[config.mk]
export PLATFORM = sky130hd
export DESIGN_NAME = ps2_key_decoder
export DESIGN_NICKNAME = d
export VERILOG_FILES = /design/src/rtl/ps2_key_decoder.sv
export SDC_FILE = /design/constraint.sdc
export NUM_CORES = 1
export LEC_CHECK = 0
export ABC_CLOCK_PERIOD_IN_PS = 3300
export CORE_MARGIN = 2
export CORE_UTILIZATION = 44
export DETAILED_ROUTE_END_ITERATION = 10
export HOLD_SLACK_MARGIN = 0.02
export PLACE_DENSITY_LB_ADDON = 0.2
export SLEW_MARGIN = 20
export SYNTH_ARGS = -nofsm -noshare
export SYNTH_HDL_FRONTEND = slang
export SYNTH_SLANG_ARGS = --single-unit
export TNS_END_PERCENT = 100
[constraint.sdc]
create_clock -name clk -period 3.3 [get_ports clk]
set_clock_uncertainty 0.1 [all_clocks]
set_input_delay 0.825 -clock clk [delete_from_list [all_inputs] [get_ports clk]]
set_output_delay 0.825 -clock clk [all_outputs]
set_load 0.02 [all_outputs]
[src/rtl/ps2_key_decoder.sv]
// rtl/ps2_key_decoder.sv - PS/2 Set-2 keyboard receiver and game command decoder
//
// Receives PS/2 frames on the raw ps2_clk/ps2_data pins and turns the scancodes
// into level-held game commands for the downstream drawing/physics stage.
//
// Ports:
//   clk          system clock (only clock)
//   rst_n        asynchronous active-low reset
//   ps2_clk      raw PS/2 clock line (asynchronous)
//   ps2_data     raw PS/2 data line (asynchronous)
//   up[4:0]      5'h0A restart (R held), 5'h09 flap (Space/Up held), 5'h00 none
//   gamepause    pause level, toggles on each fresh press of P
//   scan_code    last correctly received byte
//   frame_valid  one-cycle pulse per accepted byte
//   frame_err    one-cycle pulse on parity, stop or timeout error
module ps2_key_decoder #(
  parameter int TIMEOUT_CYCLES = 200_000
) (
  input  logic       clk,
  input  logic       rst_n,
  input  logic       ps2_clk,
  input  logic       ps2_data,
  output logic [4:0] up,
  output logic       gamepause,
  output logic [7:0] scan_code,
  output logic       frame_valid,
  output logic       frame_err
);

  localparam int TW = $clog2(TIMEOUT_CYCLES + 1);

  localparam logic [1:0] S_IDLE   = 2'd0;
  localparam logic [1:0] S_DATA   = 2'd1;
  localparam logic [1:0] S_PARITY = 2'd2;
  localparam logic [1:0] S_STOP   = 2'd3;

  logic          clk_s1, clk_s2, clk_h;
  logic          dat_s1, dat_s2;
  logic [1:0]    state;
  logic [2:0]    bit_cnt;
  logic [7:0]    shreg;
  logic          par_bit;
  logic [TW-1:0] tcnt;

  logic brk, ext, r_held, space_held, arrow_held, p_held;
  logic n_brk, n_ext, n_r, n_space, n_arrow, n_p, n_pause;
  logic [4:0] n_up;

  logic fall, accept, bad_frame, timeout;

  assign fall      = clk_h & ~clk_s2;
  // Odd parity over data + parity bit, and stop bit must be 1.
  assign accept    = fall && (state == S_STOP) && dat_s2 && (^{shreg, par_bit});
  assign bad_frame = fall && (state == S_STOP) && !accept;
  assign timeout   = !fall && (state != S_IDLE) && (tcnt == TW'(TIMEOUT_CYCLES));

  // Next-state of the key flags; held flags and the encoded outputs are all
  // registered from these values so they change in the same cycle.
  always_comb begin
    n_brk   = brk;
    n_ext   = ext;
    n_r     = r_held;
    n_space = space_held;
    n_arrow = arrow_held;
    n_p     = p_held;
    n_pause = gamepause;
    if (bad_frame || timeout) begin
      n_brk = 1'b0;
      n_ext = 1'b0;
    end else if (accept) begin
      if (shreg == 8'hF0) begin
        n_brk = 1'b1;
      end else if (shreg == 8'hE0) begin
        n_ext = 1'b1;
      end else begin
        n_brk = 1'b0;
        n_ext = 1'b0;
        if (!ext) begin
          case (shreg)
            8'h29: n_space = !brk;
            8'h2D: n_r     = !brk;
            8'h4D: begin
              n_p = !brk;
              // Typematic repeats arrive with p_held already set.
              if (!brk && !p_held) n_pause = !gamepause;
            end
            default: ;
          endcase
        end else if (shreg == 8'h75) begin
          n_arrow = !brk;
        end
      end
    end
    if (n_r)                    n_up = 5'h0A;
    else if (n_space | n_arrow) n_up = 5'h09;
    else                        n_up = 5'h00;
  end

  always_ff @(posedge clk or negedge rst_n) begin
    if (!rst_n) begin
      clk_s1      <= 1'b1;
      clk_s2      <= 1'b1;
      clk_h       <= 1'b1;
      dat_s1      <= 1'b1;
      dat_s2      <= 1'b1;
      state       <= S_IDLE;
      bit_cnt     <= 3'd0;
      shreg       <= 8'h00;
      par_bit     <= 1'b0;
      tcnt        <= '0;
      brk         <= 1'b0;
      ext         <= 1'b0;
      r_held      <= 1'b0;
      space_held  <= 1'b0;
      arrow_held  <= 1'b0;
      p_held      <= 1'b0;
      gamepause   <= 1'b0;
      up          <= 5'h00;
      scan_code   <= 8'h00;
      frame_valid <= 1'b0;
      frame_err   <= 1'b0;
    end else begin
      clk_s1 <= ps2_clk;
      clk_s2 <= clk_s1;
      clk_h  <= clk_s2;
      dat_s1 <= ps2_data;
      dat_s2 <= dat_s1;

      if (fall) begin
        tcnt <= '0;
        case (state)
          S_IDLE: begin
            if (!dat_s2) begin
              state   <= S_DATA;
              bit_cnt <= 3'd0;
            end
          end
          S_DATA: begin
            shreg   <= {dat_s2, shreg[7:1]};
            bit_cnt <= bit_cnt + 3'd1;
            if (bit_cnt == 3'd7) state <= S_PARITY;
          end
          S_PARITY: begin
            par_bit <= dat_s2;
            state   <= S_STOP;
          end
          default: state <= S_IDLE;
        endcase
      end else if (state != S_IDLE) begin
        if (timeout) begin
          state <= S_IDLE;
          tcnt  <= '0;
        end else begin
          tcnt <= tcnt + TW'(1);
        end
      end

      brk         <= n_brk;
      ext         <= n_ext;
      r_held      <= n_r;
      space_held  <= n_space;
      arrow_held  <= n_arrow;
      p_held      <= n_p;
      gamepause   <= n_pause;
      up          <= n_up;
      frame_valid <= accept;
      frame_err   <= bad_frame | timeout;
      if (accept) scan_code <= shreg;
    end
  end

endmodule

* Word-level counts from Yosys, hierarchy flattened
Index checks and enable logic that the tools add are counted.
** Storage, ports and cells
- Register bits after elaboration :: 59
- Input port bits :: 4
- Output and inout bits :: 16
- Word-level logic and storage cells :: 114
** Cells by class
- Add/subtract/negate cells :: 2
- Equality and inequality tests :: 16
- Mux-type cells :: 39
- Bitwise logic cells :: 8
- Reductions and logical operators :: 28
** Operators by type and width (number)
- 18-bit two-way mux :: 3
- 1-bit two-way mux :: 26
- 18-bit by 1-bit adder with 18-bit output, second input constant :: 1
- 18-bit == test, second input constant :: 1
- 8-bit by 6-bit == test with 1-bit output, second input constant :: 2
- 8-bit by 7-bit == test with 1-bit output, second input constant :: 2
- 8-bit == test, second input constant :: 2
- 2-bit two-way mux :: 5
- 2-bit nonzero test :: 5
- 3-bit inequality test, second input constant :: 3
- 9-bit XOR reduction :: 1
- 4-bit two-way mux :: 2
- 2-bit AND reduction :: 4
- 1-bit logical AND :: 7
- 7-bit AND reduction :: 1
- 2-bit case mux with 3 select lines :: 1
- 3-bit case mux with 2 select lines :: 1
- 6-bit AND reduction :: 1
- 1-bit logical NOT :: 5
- 1-bit NOT :: 5
- 2-bit == test, second input constant :: 2
- 2-bit inequality test, second input constant :: 2
- 4-bit AND reduction :: 1
- 3-bit by 1-bit adder with 3-bit output, second input constant :: 1
- other kinds (8) :: 9

* Logic depth before layout (Yosys ltp)
- Depth after elaboration :: 12
- Mapped depth :: 8
- Gate-level depth less buffers :: 7

* Worst setup path before layout
No wires, ideal clock.
- Kind :: reg2reg
- Start :: register state[0]
- End :: register brk
- Setup time :: 0.131 ns
- Arrival time :: 1.971 ns
- Required time :: 3.069 ns
- Slack :: 1.098 ns
- Cell stages (with the launch flop) :: 9
- Path buffers :: 1
- Period minus slack after synthesis :: 2.202 ns
- Path through :: dfrtp_1 > inv_1 > ha_1 > and4b_1 > nand3_1 > or4_1 > clkbuf_1 > o2111ai_1 > a21oi_1
** Between the ends
- Word-level cells in the longest chain between the ends :: 9
- Elaborated cells between the ends (all ways) :: 14
- Those cells by class :: 2 x eq/ne; 1 x mux; 11 x reduce/logical
** Ends and longest elaborated chain
- from (decl) :: line 39 : logic [1:0] state;
- from (signal assigned) :: line 106 : state <= S_IDLE;
- from (signal assigned) :: line 134 : state <= S_DATA;
- from (signal assigned) :: line 141 : if (bit_cnt == 3'd7) state <= S_PARITY;
- 2-bit == test :: line 53, 54
- 1-bit logical AND :: line 53, 54
- 1-bit logical AND (2 in series) :: line 53 : assign accept = fall && (state == S_STOP) && dat_s2 && (^{shreg, par_bit});
- 1-bit logical NOT :: line 54 : assign bad_frame = fall && (state == S_STOP) && !accept;
- 1-bit logical AND :: line 54
- 1-bit logical OR :: line 67 : if (bad_frame || timeout) begin
- 3-bit inequality test (no line) or 2-bit nonzero test (tied branches)
- 2-bit AND reduction (no line)
- to (signal assigned) :: line 158 : brk <= n_brk;
- to (decl) :: line 45 : logic brk, ext, r_held, space_held, arrow_held, p_held;
Several ways; a longest one is shown, not always the timed one.
A chain may end at the register's enable or synchronous reset.

* Worst setup path after layout
Ends and elaborated chain as after synthesis.

==> results.ini <==
[synth]
yosys.area.top_type=dfrtp_1
async_reset_ff_frac=1.00
synth-main-ff-cell=dfrtp_1
seq_area_frac_synth=0.495
yosysWarnings=0
synth_top_area_frac=0.449
syn_inst=257
synthTopCellsByArea=dfrtp_1, dfstp_2, mux2_2, mux2_4, ha_1
synth_edf_count=0
syn_area_um2=2840
ys_types=47
ys_ff_latch=56
avgSynthCellArea_um2=11.1

[timing]
max-slew-margin-rel=0.538
whs_ns=0.263
worst_slew_pin_slew_ns=0.693
rsz0062_at_grt=no
min_period_ns=2.55
setup-tns-final_ns=0
fmax_mhz=392
finalSetupViolCount=0
fin_crit_sh=0.772
drv_slew=0
hold_violations=0

[clock_network]
clk_latency_ns=0.30
cts.clk_slew.worst_paths_ns=0.09
cts_sinks=56
cts_root_buf=clkbuf_8
hold_buffers=0
post_cts_buffers=0
cts_buffer_depth=2
cts_resized=0
htree_levels=2
cts_made_buffers=5
cts_tree=done

[floorplanning]
core_um2=6310
num_rows=29
die_y_um=84.4
start_util=0.450
io_pins=20
die_area_um2=7120
die_w_um=84.4

[global_routing]
grt_pass1_wl_um=9590
antenna_found_initial=0
grt_pass1_vias=1990
grt_usage=0.166
grt_max_degree=57
overflow=0

[detailed_routing]
drt_iter0_markers=120
first_pass_iters=4
vias=1953
wl_per_cell_um=15.0
dr_wl_met3_um=180
wl_met2_um=2400
ant_nets=0
drc=0
wl_met1_um=2660
wirelength_um=5300
vias_per_cell=5.52
highest_layer=met4

[power]
power.density_nw_per_um2=577
power.leakage_nw=1.43
vdd_drop_max_mv=0.270

[setup_path]
crit_path_max_fanout=16
worstSetupPathType=flop to flop
worstPathArrival_ns=2.63
crit_required_ns=3.39
worst_setup_path_end_kind=flop
startpoint_type=flop
reg2reg_depth=7

[layout]
syn2layout_area_growth_pct=11.8
final_common_cell=dfrtp_1
most-common-layout-cells=dfrtp_1, nor2_1, nand3_1, nand2_1, clkdlybuf4s50_1
layout-drive-gt1-share=0.152
num_antenna_cells=0
fin_nets=289

[placed_design]
gp_congestion=0.771
portBuffers=17
place_hpwl_um=3670

[min_path]
hold_class=flop to flop
hold_depth=0

[status]
outcome=complete, no violations

[job]
drv_cap=0

## cell type report
cell class	instances	area (um^2)
Fill cell	590	3140
Clock buffer	8	100
Multi-Input combinational cell	181	1340
Sequential cell	56	1410
Timing Repair Buffer	21	195
Inverter	11	41.3
Tap cell	77	96.3
## power by group
| group | leakage, nW | switching, mW | internal [mW] | total, mW |
|---|---|---|---|---|
| logic | 0.618 | 0.307 | 0.269 | 0.576 |
| clock network | 0.0515 | 0.214 | 0.192 | 0.406 |
| registers | 0.758 | 0.0991 | 0.754 | 0.853 |
| total | 1.43 | 0.620 | 1.21 | 1.83 |
## cells in the mapped netlist, types with 2 or more instances
| library cell | number |
|---|---|
| ha_1 | 9 |
| nand4_1 | 8 |
| or3_1 | 4 |
| mux2_2 | 11 |
| mux2_4 | 8 |
| nor3_1 | 8 |
| dfstp_2 | 5 |
| a21oi_1 | 11 |
| xnor2_1 | 10 |
| xor2_1 | 8 |
| mux2i_1 | 3 |
| a31oi_1 | 4 |
| and3_1 | 5 |
| nor4_1 | 3 |
| and4b_1 | 2 |
| nand3_1 | 17 |
| clkbuf_1 | 6 |
| a211oi_1 | 3 |
| o21ai_0 | 8 |
| o211ai_1 | 2 |
| buf_4 | 3 |
| dfrtp_1 | 51 |
| nor2_1 | 19 |
| nand2_1 | 16 |
| inv_1 | 11 |
## flip-flops by register name (all words and copies together) (netlist names), 2 cells and up
register and count:
up 3, tcnt 18, bit_cnt 3, state 2, scan_code 8, shreg 8
## routing by layer
| layer | vias to the layer above | track usage |
|---|---|---|
| li1 | 945 | - |
| met1 | 969 | 0.232 |
| met2 | 33 | 0.257 |
| met3 | 6 | 0.0364 |
| met4 | 0 | 0.0563 |
| met5 | - | 0 |
## worst max-delay path, cell delays in order, from the launching register on
cell and delay [ns]:
dfrtp_1 0.42, inv_1 0.08, ha_1 0.38, and4b_1 0.32, nand3_1 0.13, or4_1 0.62
o21ai_0 0.28, a21oi_1 0.10
## per-stage QoR
stage | setup WS (ns) | area (um^2) | util | std cells | total power, mW
2_1_floorplan | 1.10 | 2850 | - | 258 | 1.32
3_3_place_gp | 0.883 | 3080 | 0.487 | 346 | 1.44
3_5_place_dp | 0.770 | 3080 | 0.487 | 346 | 1.45
5_1_grt | 0.507 | 3180 | 0.503 | 354 | 1.96
4_1_cts | 0.764 | 3180 | 0.503 | 354 | 1.86
6_report | 0.751 | 3180 | 0.503 | 354 | 1.83
## worst paths after layout
path                           from     endpoint  slack (ns)
max                        state[0]          brk        0.75
min                          dat_s1       dat_s2        0.26
max reg2reg                state[0]          brk        0.75
min reg2reg                  dat_s1       dat_s2        0.26
max in group asynchronous     rst_n        up[1]        2.10
min in group asynchronous     rst_n  frame_valid        0.54
## logic make-up (layout without fill, tap and decap cells)
| group | count (synthesis) | in the layout | share of synthesized area |
|---|---|---|---|
| AND/OR/NAND/NOR | 92 | 92 | 0.169 |
| buffers and inverters | 21 | 40 | 0.0357 |
| adder cells (fa/ha/maj) | 9 | 9 | 0.0396 |
| XOR/XNOR | 21 | 21 | 0.0793 |
| other | 1 | 2 | 0.00132 |
| multiplexers | 22 | 22 | 0.0964 |
| flip-flops | 56 | 56 | 0.495 |
| AO/OA/AOI/OAI | 35 | 35 | 0.0837 |
(Power assumes the default switching activity.)
